--- src/rtl/inverse_row_normalizer.sv ---
// Row normaliser for the Gauss-Jordan inversion core: buffers the eliminated
// N x 2N augmented matrix, divides each right-half element by its row pivot
// with a sequential restoring divider and streams the N x N inverse out as
// signed Q(OW-FRAC).FRAC words. Singular or upstream-flagged matrices raise
// out_err on every word of that matrix.
//
// state  | meaning
// S_LOAD | accepting the 2N*N augmented-matrix words into the buffer
// S_DIV  | one operand setup cycle, then DW+FRAC restoring-division steps
// S_OUT  | result word presented, waiting for the sink to take it
module inverse_row_normalizer #(
  parameter int N    = 5,
  parameter int DW   = 32,
  parameter int FRAC = 16,
  parameter int OW   = 32
) (
  input  logic          clk,
  input  logic          rst_n,
  input  logic          in_valid,
  output logic          in_ready,
  input  logic [DW-1:0] in_data,
  input  logic          in_err,
  output logic          out_valid,
  input  logic          out_ready,
  output logic [OW-1:0] out_data,
  output logic          out_last,
  output logic          out_err
);

  localparam int RW = (N > 1) ? $clog2(N) : 1;
  localparam int CW = $clog2(2 * N);
  localparam int IW = (N > 1) ? $clog2(N * N) : 1;
  // Unsigned dividend magnitude: |a| <= 2^(DW-1), shifted by FRAC, fits in
  // DW+FRAC bits; together with the separately held sign this is the
  // DW+FRAC+1-bit signed range, so a = -2^(DW-1) cannot wrap.
  localparam int QW = DW + FRAC;
  localparam int NW = $clog2(QW + 1);
  // Saturation limits expressed as quotient magnitudes (requires QW > OW).
  localparam logic [QW-1:0] POS_LIM = {{(QW-OW+1){1'b0}}, {(OW-1){1'b1}}};
  localparam logic [QW-1:0] NEG_LIM = {{(QW-OW){1'b0}}, 1'b1, {(OW-1){1'b0}}};

  typedef enum logic [1:0] {S_LOAD, S_DIV, S_OUT} state_t;

  state_t        state_q, state_d;
  logic [RW-1:0] ld_row_q, ld_row_d;
  logic [CW-1:0] ld_col_q, ld_col_d;
  logic [RW-1:0] row_q, row_d;
  logic [RW-1:0] col_q, col_d;
  logic          err_acc_q, err_acc_d;
  logic          busy_q, busy_d;
  logic          neg_q, neg_d;
  logic [NW-1:0] cnt_q, cnt_d;
  logic [QW-1:0] dvd_q, dvd_d;
  logic [DW-1:0] rem_q, rem_d;
  logic [DW-1:0] dsr_q, dsr_d;
  logic          out_valid_q, out_valid_d;
  logic [OW-1:0] out_data_q, out_data_d;
  logic          out_last_q, out_last_d;
  logic          out_err_q, out_err_d;

  // Only the pivots and the right half are ever read back; the left-half
  // non-pivot entries are accepted and dropped.
  logic [DW-1:0] piv_mem [N];
  logic [DW-1:0] rhs_mem [N*N];

  logic          wr_piv, wr_rhs;
  logic [IW-1:0] wr_idx, rd_idx;
  logic [DW-1:0] a_val, p_val, a_mag, p_mag;
  logic [DW-1:0] rem_sh;
  logic          ge;
  logic [QW-1:0] q_mag;
  logic [OW-1:0] q_low, q_res;
  logic          ld_pivot, ld_last, last_word;

  assign in_ready  = (state_q == S_LOAD);
  assign out_valid = out_valid_q;
  assign out_data  = out_data_q;
  assign out_last  = out_last_q;
  assign out_err   = out_err_q;

  // Buffer addressing, operand fetch, one restoring step and result saturation.
  always_comb begin
    wr_idx    = IW'(ld_row_q) * IW'(N) + IW'(ld_col_q) - IW'(N);
    rd_idx    = IW'(row_q) * IW'(N) + IW'(col_q);
    ld_pivot  = (CW'(ld_row_q) == ld_col_q);
    ld_last   = (ld_row_q == RW'(N - 1)) && (ld_col_q == CW'(2 * N - 1));
    last_word = (row_q == RW'(N - 1)) && (col_q == RW'(N - 1));

    a_val = rhs_mem[rd_idx];
    p_val = piv_mem[row_q];
    a_mag = a_val[DW-1] ? (~a_val + DW'(1)) : a_val;
    p_mag = p_val[DW-1] ? (~p_val + DW'(1)) : p_val;

    // rem < divisor <= 2^(DW-1), so the shifted partial remainder still fits
    // in DW bits; the dropped top bit is folded into the compare regardless.
    rem_sh = {rem_q[DW-2:0], dvd_q[QW-1]};
    ge     = rem_q[DW-1] | (rem_sh >= dsr_q);
    q_mag  = {dvd_q[QW-2:0], ge};
    q_low  = q_mag[OW-1:0];

    if (neg_q) begin
      q_res = (q_mag > NEG_LIM) ? {1'b1, {(OW-1){1'b0}}} : (~q_low + OW'(1));
    end else begin
      q_res = (q_mag > POS_LIM) ? {1'b0, {(OW-1){1'b1}}} : q_low;
    end
  end

  // Next-state and register updates for load, divide and output handshake.
  always_comb begin
    state_d     = state_q;
    ld_row_d    = ld_row_q;
    ld_col_d    = ld_col_q;
    row_d       = row_q;
    col_d       = col_q;
    err_acc_d   = err_acc_q;
    busy_d      = busy_q;
    neg_d       = neg_q;
    cnt_d       = cnt_q;
    dvd_d       = dvd_q;
    rem_d       = rem_q;
    dsr_d       = dsr_q;
    out_valid_d = out_valid_q;
    out_data_d  = out_data_q;
    out_last_d  = out_last_q;
    out_err_d   = out_err_q;
    wr_piv      = 1'b0;
    wr_rhs      = 1'b0;

    case (state_q)
      S_LOAD: begin
        if (in_valid) begin
          wr_piv = ld_pivot;
          wr_rhs = (ld_col_q >= CW'(N));
          if ((ld_row_q == '0) && (ld_col_q == '0)) begin
            err_acc_d = in_err | (in_data == '0);
          end else if (ld_pivot && (in_data == '0)) begin
            err_acc_d = 1'b1;
          end
          if (ld_last) begin
            ld_row_d = '0;
            ld_col_d = '0;
            row_d    = '0;
            col_d    = '0;
            busy_d   = 1'b0;
            state_d  = S_DIV;
          end else if (ld_col_q == CW'(2 * N - 1)) begin
            ld_col_d = '0;
            ld_row_d = ld_row_q + RW'(1);
          end else begin
            ld_col_d = ld_col_q + CW'(1);
          end
        end
      end

      S_DIV: begin
        if (!busy_q) begin
          if (p_val == '0) begin
            out_data_d  = '0;
            out_err_d   = err_acc_q;
            out_last_d  = last_word;
            out_valid_d = 1'b1;
            state_d     = S_OUT;
          end else begin
            dvd_d  = {a_mag, {FRAC{1'b0}}};
            rem_d  = '0;
            dsr_d  = p_mag;
            neg_d  = a_val[DW-1] ^ p_val[DW-1];
            cnt_d  = NW'(QW);
            busy_d = 1'b1;
          end
        end else begin
          dvd_d = q_mag;
          rem_d = ge ? (rem_sh - dsr_q) : rem_sh;
          cnt_d = cnt_q - NW'(1);
          if (cnt_q == NW'(1)) begin
            busy_d      = 1'b0;
            out_data_d  = q_res;
            out_err_d   = err_acc_q;
            out_last_d  = last_word;
            out_valid_d = 1'b1;
            state_d     = S_OUT;
          end
        end
      end

      S_OUT: begin
        if (out_ready) begin
          out_valid_d = 1'b0;
          if (out_last_q) begin
            state_d = S_LOAD;
          end else begin
            state_d = S_DIV;
            if (col_q == RW'(N - 1)) begin
              col_d = '0;
              row_d = row_q + RW'(1);
            end else begin
              col_d = col_q + RW'(1);
            end
          end
        end
      end

      default: state_d = S_LOAD;
    endcase
  end

  // Control and datapath registers with synchronous active-low reset.
  always_ff @(posedge clk) begin
    if (!rst_n) begin
      state_q     <= S_LOAD;
      ld_row_q    <= '0;
      ld_col_q    <= '0;
      row_q       <= '0;
      col_q       <= '0;
      err_acc_q   <= 1'b0;
      busy_q      <= 1'b0;
      neg_q       <= 1'b0;
      cnt_q       <= '0;
      dvd_q       <= '0;
      rem_q       <= '0;
      dsr_q       <= '0;
      out_valid_q <= 1'b0;
      out_data_q  <= '0;
      out_last_q  <= 1'b0;
      out_err_q   <= 1'b0;
    end else begin
      state_q     <= state_d;
      ld_row_q    <= ld_row_d;
      ld_col_q    <= ld_col_d;
      row_q       <= row_d;
      col_q       <= col_d;
      err_acc_q   <= err_acc_d;
      busy_q      <= busy_d;
      neg_q       <= neg_d;
      cnt_q       <= cnt_d;
      dvd_q       <= dvd_d;
      rem_q       <= rem_d;
      dsr_q       <= dsr_d;
      out_valid_q <= out_valid_d;
      out_data_q  <= out_data_d;
      out_last_q  <= out_last_d;
      out_err_q   <= out_err_d;
    end
  end

  // Matrix buffer; contents are don't-care after reset so it has none.
  always_ff @(posedge clk) begin
    if (wr_piv) piv_mem[ld_row_q] <= in_data;
    if (wr_rhs) rhs_mem[wr_idx] <= in_data;
  end

endmodule

--- config.mk ---
export PLATFORM = sky130hd
export DESIGN_NAME = inverse_row_normalizer
export DESIGN_NICKNAME = d
export VERILOG_FILES = /design/src/rtl/inverse_row_normalizer.sv
export SDC_FILE = /design/constraint.sdc
export NUM_CORES = 2
export LEC_CHECK = 0
export CORE_ASPECT_RATIO = 0.8
export CORE_UTILIZATION = 55
export DETAILED_ROUTE_END_ITERATION = 8
export PLACE_DENSITY = 0.71
export SLEW_MARGIN = 20
export SYNTH_ARGS = -nofsm -noshare
export SYNTH_HDL_FRONTEND = slang
export SYNTH_SLANG_ARGS = --single-unit
export TNS_END_PERCENT = 100
--- constraint.sdc ---
create_clock -name clk -period 8.2 [get_ports clk]
set_input_delay 2.46 -clock clk [delete_from_list [all_inputs] [get_ports clk]]
set_output_delay 2.46 -clock clk [all_outputs]
set_load 0.005 [all_outputs]
==> results.ini <==
[routing]
remaining_drc_errors=0
first_pass_iters=8
drt_iter0_markers=3938
ant_nets=0
via_count=29100
drt_wl_total_um=124000
routedWlPerCell_um=28.0
viasPerCell=6.55

[global_route]
grt_pass1_wl_um=183000
antenna_found_initial=1
grt_use_total_pct=28.0
grt_pass1_vias=28200
overflow=0
grt_max_degree=104

[min_path]
holdCritPathClass=flip-flop to flip-flop

[synth]
synth.avg_cell_area_um2=15.6
syn-num-nets=3220
synth_area_mm2=0.0485
syn_inst=3116
synth-async-reset-ratio_pct=0
yosys_most_used_dff=edfxtp_1
synth_warnings=0
ys_ff_latch=1134
synth_edf_count=960
synth-seq-area-share_pct=66.6
ys_types=82

[die]
initial_utilization_pct=55.5
ios=73
rows=97
coreArea_mm2=0.0874
fp.dieW_um=334
die_area_mm2=0.0894
die_h_um=268

[sta]
setup_viol=0
rsz0062_at_grt=false
slew_viol_final=0
clock.fmax_mhz=152
period_minus_slack_ps=6600
tightest_slew_ps=1150
final.setup_skew_ps=24.8
finalCritPeriodShare_pct=80.5
tns_ps=0
hold_viol_final=0
slew_headroom_pct=23.3

[status]
status=finished clean

[placed_design]
io_buffer_count=72
place_hpwl_um=76100
gp_congestion=0.921
dp.cells=4239

[setup_path]
endpoint_kind=flip-flop
path_class=flip-flop to flip-flop
worstPathMaxFanout=103
cp.required_ps=8770
cp.arrival_ps=7170
start_kind=flip-flop

[finish]
nNetsFinal=3312
areaGrowthSynthToFinish_pct=11.8
fill_cells=6212
layout-drive-gt1-share_pct=17.6
fin_cells=4437
final_util_pct=62.0

[cts]
cts_buffer_depth=3
root_buffer=clkbuf_16
cts_resized=0
clock-sinks=1134
post_cts_buffers=0
cts_buffers=105
cts_tree=done
clk_pin_slew_ps=60
clk_latency_ps=700
cts_hold_buf=0
cts_max_level=3

[pwr]
p_leak_nw=17.4
peakVddDrop_mv=0.188
p_per_area_mw_per_mm2=210

[job]
drv_cap=0

==> cells in the mapped netlist (all sizes together), types with 18 or more instances <==
master	n	share of area [%]
a2111oi	18	0.35
a211oi	26	0.40
a21oi	183	1.9
a22oi	41	0.63
and2	25	0.32
buf	89	1.1
clkbuf	91	0.70
dfxtp	174	7.2
edfxtp	960	59
ha	62	1.6
inv	79	0.61
mux2	28	0.65
mux2i	63	1.3
mux4	241	11
nand2	162	1.3
nand3	68	0.70
nand4	23	0.30
nor2	192	1.5
nor2b	41	0.53
nor3	56	0.60
nor4	33	0.46
o211ai	27	0.42
o21ai	79	0.82
o31ai	22	0.34
or3	29	0.39
xnor2	66	1.2
xor2	46	0.83
==> cell families after synthesis <==
| family | synth area share [%] |
|---|---|
| xor+xnor | 2.02 |
| compound gates | 7.19 |
| mux | 13.1 |
| simple gates | 6.78 |
| flops | 66.6 |
| fa+ha+maj | 1.81 |
| buf+inv | 2.44 |
==> power breakdown <==
part	internal, mW	switching [mW]	total, mW
registers	6.26	0.00665	6.27
clock network	2.77	2.13	4.90
logic	0.0678	0.170	0.238
==> sequential cells by signal, indices dropped and copies added (netlist names), 4 cells and up, named ones only <==
name / count
piv_mem: 160
dvd_q: 48
dsr_q: 32
cnt_q: 6
ld_col_q: 4
out_data: 32
rem_q: 32
rhs_mem: 800
==> per-layer routing <==
| layer | part of all wire (%) | GRT usage, % | wire length (um) | vias up |
|---|---|---|---|---|
| li1 | - | - | - | 12500 |
| met1 | 43 | 42.8 | 53800 | 14900 |
| met2 | 45 | 41.7 | 55500 | 1475 |
| met3 | 10 | 5.71 | 12400 | 205 |
| met4 | 2.1 | 6.35 | 2610 | 0 |
| met5 | 0 | 0 | 0 | - |
==> final timing paths <==
kind | from | slack (ps) | to | depth (start not counted)
worst max-delay path | row_q[0]$_SDFFE_PN0P_ | 1600 | dvd_q[44]$_SDFFE_PN0P_ | 17
worst min-delay path | out_data[19]$_SDFFE_PN0P_ | 450 | out_data[19]$_SDFFE_PN0P_ | 2
worst max register to register | row_q[0]$_SDFFE_PN0P_ | 1600 | dvd_q[44]$_SDFFE_PN0P_ | 17
worst min register to register | out_data[19]$_SDFFE_PN0P_ | 450 | out_data[19]$_SDFFE_PN0P_ | 2
==> critical path, stage by stage (launching register included) <==
cell and delay, ps:
dfxtp_1 490, ha_1 300, ha_1 330, fa_4 1320
buf_12 500, mux4_2 390, and3_1 200, a221oi_1 300
nor2_1 100, a21oi_1 240, ha_1 230, o211ai_1 110
nor4_1 570, nand4_1 350, nor2_2 400, mux2i_1 240
nor2_1 60, o41ai_1 250
==> layout by cell type (no fill, tap or decap), types with 13 or more instances in the layout <==
master	count
mux4_2	241
a21oi_1	180
nor3_1	54
nand4_1	23
a21o_1	15
clkdlybuf4s50_1	69
clkbuf_1	27
inv_1	77
buf_4	90
nor4_1	29
nor2b_1	39
nor2_1	164
a22oi_1	41
nand3_1	68
and2_1	25
clkinv_1	21
xor2_1	45
clkinv_2	14
o211ai_1	27
o31ai_1	22
mux2i_1	63
nor2_4	24
nand2_1	162
o21a_1	13
dfxtp_1	172
clkbuf_16	111
mux2_2	28
or3_1	27
a221oi_1	16
o21ai_0	76
ha_1	60
edfxtp_1	960
a2111oi_0	15
a31oi_1	16
xnor2_1	65
a211oi_1	26
==> per-stage QoR <==
stage | setup slack [ps] | total power, mW | instance area [um2] | hold WS, ps
finish | 1600 | 11.4 | 54200 | 454
global route | 1290 | 11.7 | 54200 | 472
CTS | 1750 | 11.4 | 54200 | 455
detailed placement | 1790 | 6.62 | 50800 | 447
global placement | 1850 | 6.61 | 50800 | 446
floorplan | 1480 | 6.48 | 48500 | 432
==> area by class of cell <==
| cell class | count | area (um2) | share of cell area (%) |
|---|---|---|---|
| diodes | 1 | 2.50 | 0.00462 |
| repair buffers | 165 | 1440 | 2.66 |
| clock buffers | 144 | 2940 | 5.43 |
| multi-input cells | 1723 | 15300 | 28.2 |
| flip-flops and latches | 1134 | 32300 | 59.6 |
| inverters | 79 | 299 | 0.552 |
| clock inverters | 53 | 502 | 0.926 |
| well taps | 1138 | 1420 | 2.63 |
No activity file was read; power rests on OpenSTA's default activity.
